`src/rtl/alu_seq_pkg.sv`:
```
// Shared types and constants for the ALU command sequencer and its status checker.
package alu_seq_pkg;

    typedef enum logic [1:0] {IDLE, ISSUE, WAIT, RESP} seq_state_t;

    localparam logic [1:0] GRP_INVALID   = 2'b11;
    localparam int         ST_ZERO_BIT   = 1;
    localparam int         ST_PARITY_BIT = 2;

endpackage

```
`src/rtl/alu_status_checker.sv`:
```
// Combinational cross-check of ALU status flags against the returned result.
// Only instantiated when ALU_STATUS_CHECK_EN is defined.
module alu_status_checker
    import alu_seq_pkg::*;
#(
    parameter int K = 8
) (
    input  logic [K-1:0] result_i,
    input  logic [3:0]   status_i,
    output logic         err_o
);

    logic zero_calc;
    logic parity_calc;
    logic unused_status_bits;

    assign zero_calc   = (result_i == '0);
    assign parity_calc = ^result_i;

    // One-sided: the ALU may raise extra flags, so only a missing flag is an error.
    assign err_o = (zero_calc   && !status_i[ST_ZERO_BIT]) ||
                   (parity_calc && !status_i[ST_PARITY_BIT]);

    assign unused_status_bits = ^{status_i[3], status_i[0]};

endmodule

```
`src/rtl/alu_cmd_sequencer.sv`:
```
// Initiator for the registered ALU: command in, wait out ALU latency, response out.
// Optional status cross-check enabled by defining ALU_STATUS_CHECK_EN.
module alu_cmd_sequencer
    import alu_seq_pkg::*;
#(
    parameter int N     = 4,
    parameter int M     = 8,
    parameter int K     = 8,
    parameter int CNT_W = 16
) (
    input  logic             i_clk,
    input  logic             i_reset,
    input  logic             i_cmd_valid,
    output logic             o_cmd_ready,
    input  logic [N-1:0]     i_cmd_op,
    input  logic [M-1:0]     i_cmd_a,
    input  logic [M-1:0]     i_cmd_b,
    output logic [N-1:0]     o_alu_op,
    output logic [M-1:0]     o_alu_a,
    output logic [M-1:0]     o_alu_b,
    input  logic [K-1:0]     i_alu_result,
    input  logic [3:0]       i_alu_status,
    output logic             o_rsp_valid,
    input  logic             i_rsp_ready,
    output logic [K-1:0]     o_rsp_result,
    output logic [3:0]       o_rsp_status,
    output logic             o_rsp_err,
    output logic [CNT_W-1:0] o_txn_cnt,
    output logic [CNT_W-1:0] o_err_cnt
);

    seq_state_t       state_q;
    logic [N-1:0]     alu_op_q;
    logic [M-1:0]     alu_a_q;
    logic [M-1:0]     alu_b_q;
    logic [K-1:0]     rsp_result_q;
    logic [3:0]       rsp_status_q;
    logic             rsp_err_q;
    logic [CNT_W-1:0] txn_cnt_q, txn_cnt_d;
    logic [CNT_W-1:0] err_cnt_q, err_cnt_d;
    logic             chk_err;

`ifdef ALU_STATUS_CHECK_EN
    alu_status_checker #(.K(K)) u_status_checker (
        .result_i (i_alu_result),
        .status_i (i_alu_status),
        .err_o    (chk_err)
    );
`else
    assign chk_err = 1'b0;
`endif

    // Saturating increments; the counters park at all-ones.
    assign txn_cnt_d = (txn_cnt_q == '1) ? txn_cnt_q : txn_cnt_q + CNT_W'(1);
    assign err_cnt_d = (err_cnt_q == '1) ? err_cnt_q : err_cnt_q + CNT_W'(1);

    always_ff @(posedge i_clk) begin
        // NOTE: sequential state uses non-blocking assignments only; reset is synchronous and clears every register.
        if (!i_reset) begin
            state_q      <= IDLE;
            alu_op_q     <= '0;
            alu_a_q      <= '0;
            alu_b_q      <= '0;
            rsp_result_q <= '0;
            rsp_status_q <= '0;
            rsp_err_q    <= 1'b0;
            txn_cnt_q    <= '0;
            err_cnt_q    <= '0;
        end else begin
            case (state_q)
                IDLE: begin
                    if (i_cmd_valid) begin
                        alu_op_q <= i_cmd_op;
                        alu_a_q  <= i_cmd_a;
                        alu_b_q  <= i_cmd_b;
                        if (i_cmd_op[N-1 -: 2] == GRP_INVALID) begin
                            rsp_result_q <= '0;
                            rsp_status_q <= '0;
                            rsp_err_q    <= 1'b1;
                            state_q      <= RESP;
                        end else begin
                            state_q <= ISSUE;
                        end
                    end
                end
                ISSUE: state_q <= WAIT;
                WAIT: begin
                    rsp_result_q <= i_alu_result;
                    rsp_status_q <= i_alu_status;
                    rsp_err_q    <= chk_err;
                    state_q      <= RESP;
                end
                RESP: begin
                    if (i_rsp_ready) begin
                        txn_cnt_q <= txn_cnt_d;
                        if (rsp_err_q) begin
                            err_cnt_q <= err_cnt_d;
                        end
                        state_q <= IDLE;
                    end
                end
                default: state_q <= IDLE;
            endcase
        end
    end

    assign o_cmd_ready  = (state_q == IDLE);
    assign o_rsp_valid  = (state_q == RESP);
    assign o_alu_op     = alu_op_q;
    assign o_alu_a      = alu_a_q;
    assign o_alu_b      = alu_b_q;
    assign o_rsp_result = rsp_result_q;
    assign o_rsp_status = rsp_status_q;
    assign o_rsp_err    = rsp_err_q;
    assign o_txn_cnt    = txn_cnt_q;
    assign o_err_cnt    = err_cnt_q;

endmodule

```
`config.mk`:
```
export PLATFORM = sky130hd
export DESIGN_NAME = alu_cmd_sequencer
export DESIGN_NICKNAME = d
export VERILOG_FILES = /design/src/rtl/alu_seq_pkg.sv /design/src/rtl/alu_status_checker.sv /design/src/rtl/alu_cmd_sequencer.sv
export SDC_FILE = /design/constraint.sdc
export NUM_CORES = 1
export LEC_CHECK = 0
export CAP_MARGIN = 20
export CORE_ASPECT_RATIO = 1.5
export CORE_MARGIN = 2
export CORE_UTILIZATION = 49
export CTS_CLUSTER_SIZE = 28
export DETAILED_ROUTE_END_ITERATION = 6
export PLACE_DENSITY = 0.85
export SETUP_SLACK_MARGIN = 0.05
export SYNTH_ARGS = -nofsm -noshare
export SYNTH_HDL_FRONTEND = slang
export SYNTH_HIERARCHICAL = 1
export SYNTH_SLANG_ARGS = --single-unit
```
`constraint.sdc`:
```
create_clock -name i_clk -period 5.27 [get_ports i_clk]
set_input_delay 0.7905 -clock i_clk [delete_from_list [all_inputs] [get_ports i_clk]]
set_output_delay 0.7905 -clock i_clk [all_outputs]
set_load 0.005 [all_outputs]
```
* After elaboration in Yosys (flattened, before gate mapping)
Cells that the tools add are included.
Operators by class: add/subtract/negate cells 2, equality and inequality tests 9, muxes and demuxes 13, bitwise logic cells 2, reductions and logical operators 7
Operators with widths (count):
- adder 16 x 1 -> 16 bit (second input constant) | 2
- equality test 16 bit (second input constant) | 2
- 2-to-1 mux 8 bit | 2
- one-hot mux 8 bit (2 select lines) | 1
- 2-to-1 mux 4 bit | 2
- one-hot mux 2 bit (4 select lines) | 1
- one-hot mux 4 bit (2 select lines) | 1
- equality test 2 bit (second input constant) | 3
- 2-to-1 mux 2 bit | 3
- AND reduction 3 bit | 2
- inequality test 2 x 1 -> 1 bit (second input constant) | 2
- AND reduction 2 bit | 2
- AND reduction 4 bit | 1
- equality test 2 x 1 -> 1 bit (second input constant) | 1
- zero test 2 bit | 1
- 2-to-1 mux 1 bit | 2
- inequality test 2 bit (second input constant) | 1
- NOT 1 bit | 2
- one-hot mux 1 bit (2 select lines) | 1
- nonzero test 2 bit | 1
Word-level totals: register bits after elaboration 67, output and inout bits 67, word-level logic and storage cells 42

* Longest topological paths before layout
word-level depth 4, depth in mapped cells 7, depth with buffers taken out 6

* Worst setup path after synthesis
No wires, ideal clock.
path kind in2reg, start input i_rsp_ready, end register txn_cnt_q[15] (netlist: o_txn_cnt[15]), library setup time 70 ps, data arrival time 1796 ps, data required time 5200 ps, setup slack 3404 ps, stages on the path 4, cells stage by stage nand3_1 or4_4 or4_1 a21oi_1
On the way: word-level cells in the longest chain between the ends 1
RTL lines:
- from (decl) | line alu_cmd_sequencer.sv:24 | input logic i_rsp_ready,
- AND reduction 3 bit (no source line)
- to (signal assigned) | line alu_cmd_sequencer.sv:95 | txn_cnt_q <= txn_cnt_d;
- to (decl) | line alu_cmd_sequencer.sv:39 | logic [CNT_W-1:0] txn_cnt_q, txn_cnt_d;
Every way passes these cells. A chain may end at the register's enable or synchronous reset.

* Worst setup path after layout
start input i_reset, end register txn_cnt_q[2] (netlist: o_txn_cnt[2])
RTL lines:
- from (decl) | line alu_cmd_sequencer.sv:12 | input logic i_reset,
No word-level cell between the ends.

==> flow_summary.toml <==
[status]
outcome = "complete, no violations"

[cts]
cts_setup_buffers = 0
htreeDepth = 3
clock_sinks = 67
cts_buffer_depth = 2
cts_tree = "done"
ctsResizeCount = 0
numCtsBuffers = 9
clk_latency_ns = 0.34
ctsHoldBuffers = 0
path_clk_slew_ns = 0.07
ctsRootBufferMaster = "clkbuf_8"

[grt]
grt_max_degree = 51
grt_pass1_vias = 2832
gr-usage-all-layers_pct = 24.66
grt_overflow = 0
antenna_found_initial = 0
grt_pass1_wl_um = 12930

[floorplanning]
die_w_um = 68.58
row_count = 35
fp.dieArea_mm2 = 0.006918
ios = 103
coreArea_mm2 = 0.006087
start_util_pct = 50.36
die_y_um = 100.9

[power]
worst_ir_drop_vdd_uv = 283.4
power.total_mw = 1.342
p_leak_nw = 1.431
power_density_mw_per_mm2 = 310.2

[routing]
via_per_inst = 5.641
ant_nets = 0
dr.pass1.iters = 5
routed_wl_um = 7980
drt-initial-drc-count = 169
num_vias = 3063
wl_per_cell_um = 14.70
drcViolationCount = 0

[placed_design]
place_inst = 527
place_area_mm2 = 0.004136
routabilityCongestion = 0.7965
dpl.hpwl_um = 5899
io_buffers = 102

[critical_path]
cp-startpoint = "i_reset"
crit_path_max_fanout = 50
cp-start-kind = "input port"
crit_arrival_ns = 2.69
crit_path_end_kind = "register"
critical_path.cell_chain = "clkdlybuf4s50_1 -> inv_1 -> buf_4 -> o41ai_1"
critical_path_class = "input port to register"
worst-path-buf-inv = 3
critPathRequiredTime_ns = 5.50
rr_startpoint = "state_q[0]"
crit_family = "buffers and inverters"
cpPeakStageDelay_ns = 0.85
slowest_stage = "clkdlybuf4s50_1"

[sta]
setup_tns_ns = 0
post-route-min-period_ns = 2.462
skew_ns = 0.008476
max-slew-margin-rel_pct = 46.46
drv_slew = 0
max_freq_mhz = 406.2
fin_crit_sh_pct = 46.72
rsz0062_at_grt = "false"
finalSetupViolCount = 0
hold_viol = 0
tightestPinTransition_ns = 0.7969

[layout]
nFillCells = 487
mostFrequentLayoutCell = "clkdlybuf4s50_1"
syn_to_final_growth_pct = 41.14
drive_gt1_share_pct = 4.691
final_area_mm2 = 0.004327
final_cells = 543
diodes = 0
layout_common_cells = "clkdlybuf4s50_1, dfxtp_1, nand2_1, a21oi_1, mux2i_1"
post-route-util_pct = 71.08
nets = 507

[run]
max-cap-violations = 0

[hold_path]
hold_path.startpoint = "o_alu_b[5]"
min_path_type = "register to register"

[logic_synthesis]
ys_seq_elements = 67
synth.cell_area_mm2 = 0.003065
syn_avg_cell_area_um2 = 8.398
synth_warnings = 6
synth_nets = 407
seq_area_frac_synth_pct = 43.76
netlist.area_leader.share_pct = 43.76
synth_area_leaders = "dfxtp_1, nand2_1, a21oi_1, mux2i_1, o31ai_1"
synth_largest_area_cell = "dfxtp_1"
netlist-cell-type-count = 38
syn-instance-count = 365
## cells by family (layout without fill, tap and decap cells)
kind of cell / count (synthesis) / after routing / synth area share, %
buf+inv: 30 / 134 / 3.714
fa+ha+maj: 6 / 6 / 2.449
compound gates: 76 / 76 / 14.90
simple gates: 167 / 167 / 28.98
mux: 19 / 19 / 6.204
flops: 67 / 67 / 43.76
## flip-flops by register name, summed over array words and instances (netlist names), 2 cells and up
name / cells
o_err_cnt: 16
o_txn_cnt: 16
o_alu_a: 8
o_alu_b: 8
o_rsp_result: 8
o_alu_op: 4
o_rsp_status: 4
state_q: 2
## area by class of cell
| class | count | area, um2 | area share [%] |
|---|---|---|---|
| Sequential cell | 67 | 1341 | 31.00 |
| Timing Repair Buffer | 106 | 1051 | 24.29 |
| Inverter | 13 | 48.80 | 1.128 |
| Multi-Input combinational cell | 268 | 1610 | 37.22 |
| Tap cell | 74 | 92.59 | 2.140 |
| Clock inverter | 5 | 55.05 | 1.272 |
| Clock buffer | 10 | 127.6 | 2.950 |
## tightest hold or removal path, stage by stage (launching register included)
cell	delay, ns
dfxtp_1	0.31
nand2_1	0.05
a21oi_1	0.05
## per-layer routing
| layer | track usage, % | up-vias | wire length [um] |
|---|---|---|---|
| met4 | 10.92 | 0 | 187 |
| met1 | 27.36 | 1434 | 3009 |
| met3 | 6.369 | 16 | 433 |
| li1 | - | 1513 | - |
| met5 | 0 | - | 0 |
| met2 | 42.75 | 100 | 4350 |
## cell usage after synthesis, drive strengths merged
cell / number
nand3b: 1
clkbuf: 15
nor2b: 1
and4: 4
o311a: 1
nor4b: 2
nor2: 16
a211oi: 3
a21oi: 42
a311oi: 1
or3: 7
and3: 2
o211ai: 1
nand2b: 7
nand2: 61
or2: 1
o22ai: 1
ha: 6
o21ai: 6
inv: 13
dfxtp: 67
nor3: 6
nand4: 8
or4: 16
and2: 13
nor4: 8
o41ai: 1
o21bai: 2
mux2i: 19
nand3: 14
o2bb2ai: 1
o31ai: 16
o311ai: 1
buf: 2
## metrics by stage
step           hold WS, ns  setup slack (ns)
2_1_floorplan       0.4527             3.404
3_3_place_gp        0.4408             2.588
3_5_place_dp        0.4496             2.438
4_1_cts             0.4584             2.790
5_1_grt             0.4771             2.656
6_report            0.4581             2.808
## power breakdown
part,internal (mW),switching (mW)
combinational,0.178,0.179
clock,0.214,0.192
sequential,0.551,0.0279
total,0.943,0.399
## worst paths after layout
path | endpoint | cells after the start | slack (ns)
setup / recovery | o_txn_cnt[2] | 4 | 2.81
hold / removal | o_alu_b[5] | 2 | 0.46
setup reg to reg | o_rsp_result[0] | 7 | 3.21
hold reg to reg | o_alu_b[5] | 2 | 0.46
Note: power is estimated with default switching activity, not from simulation.
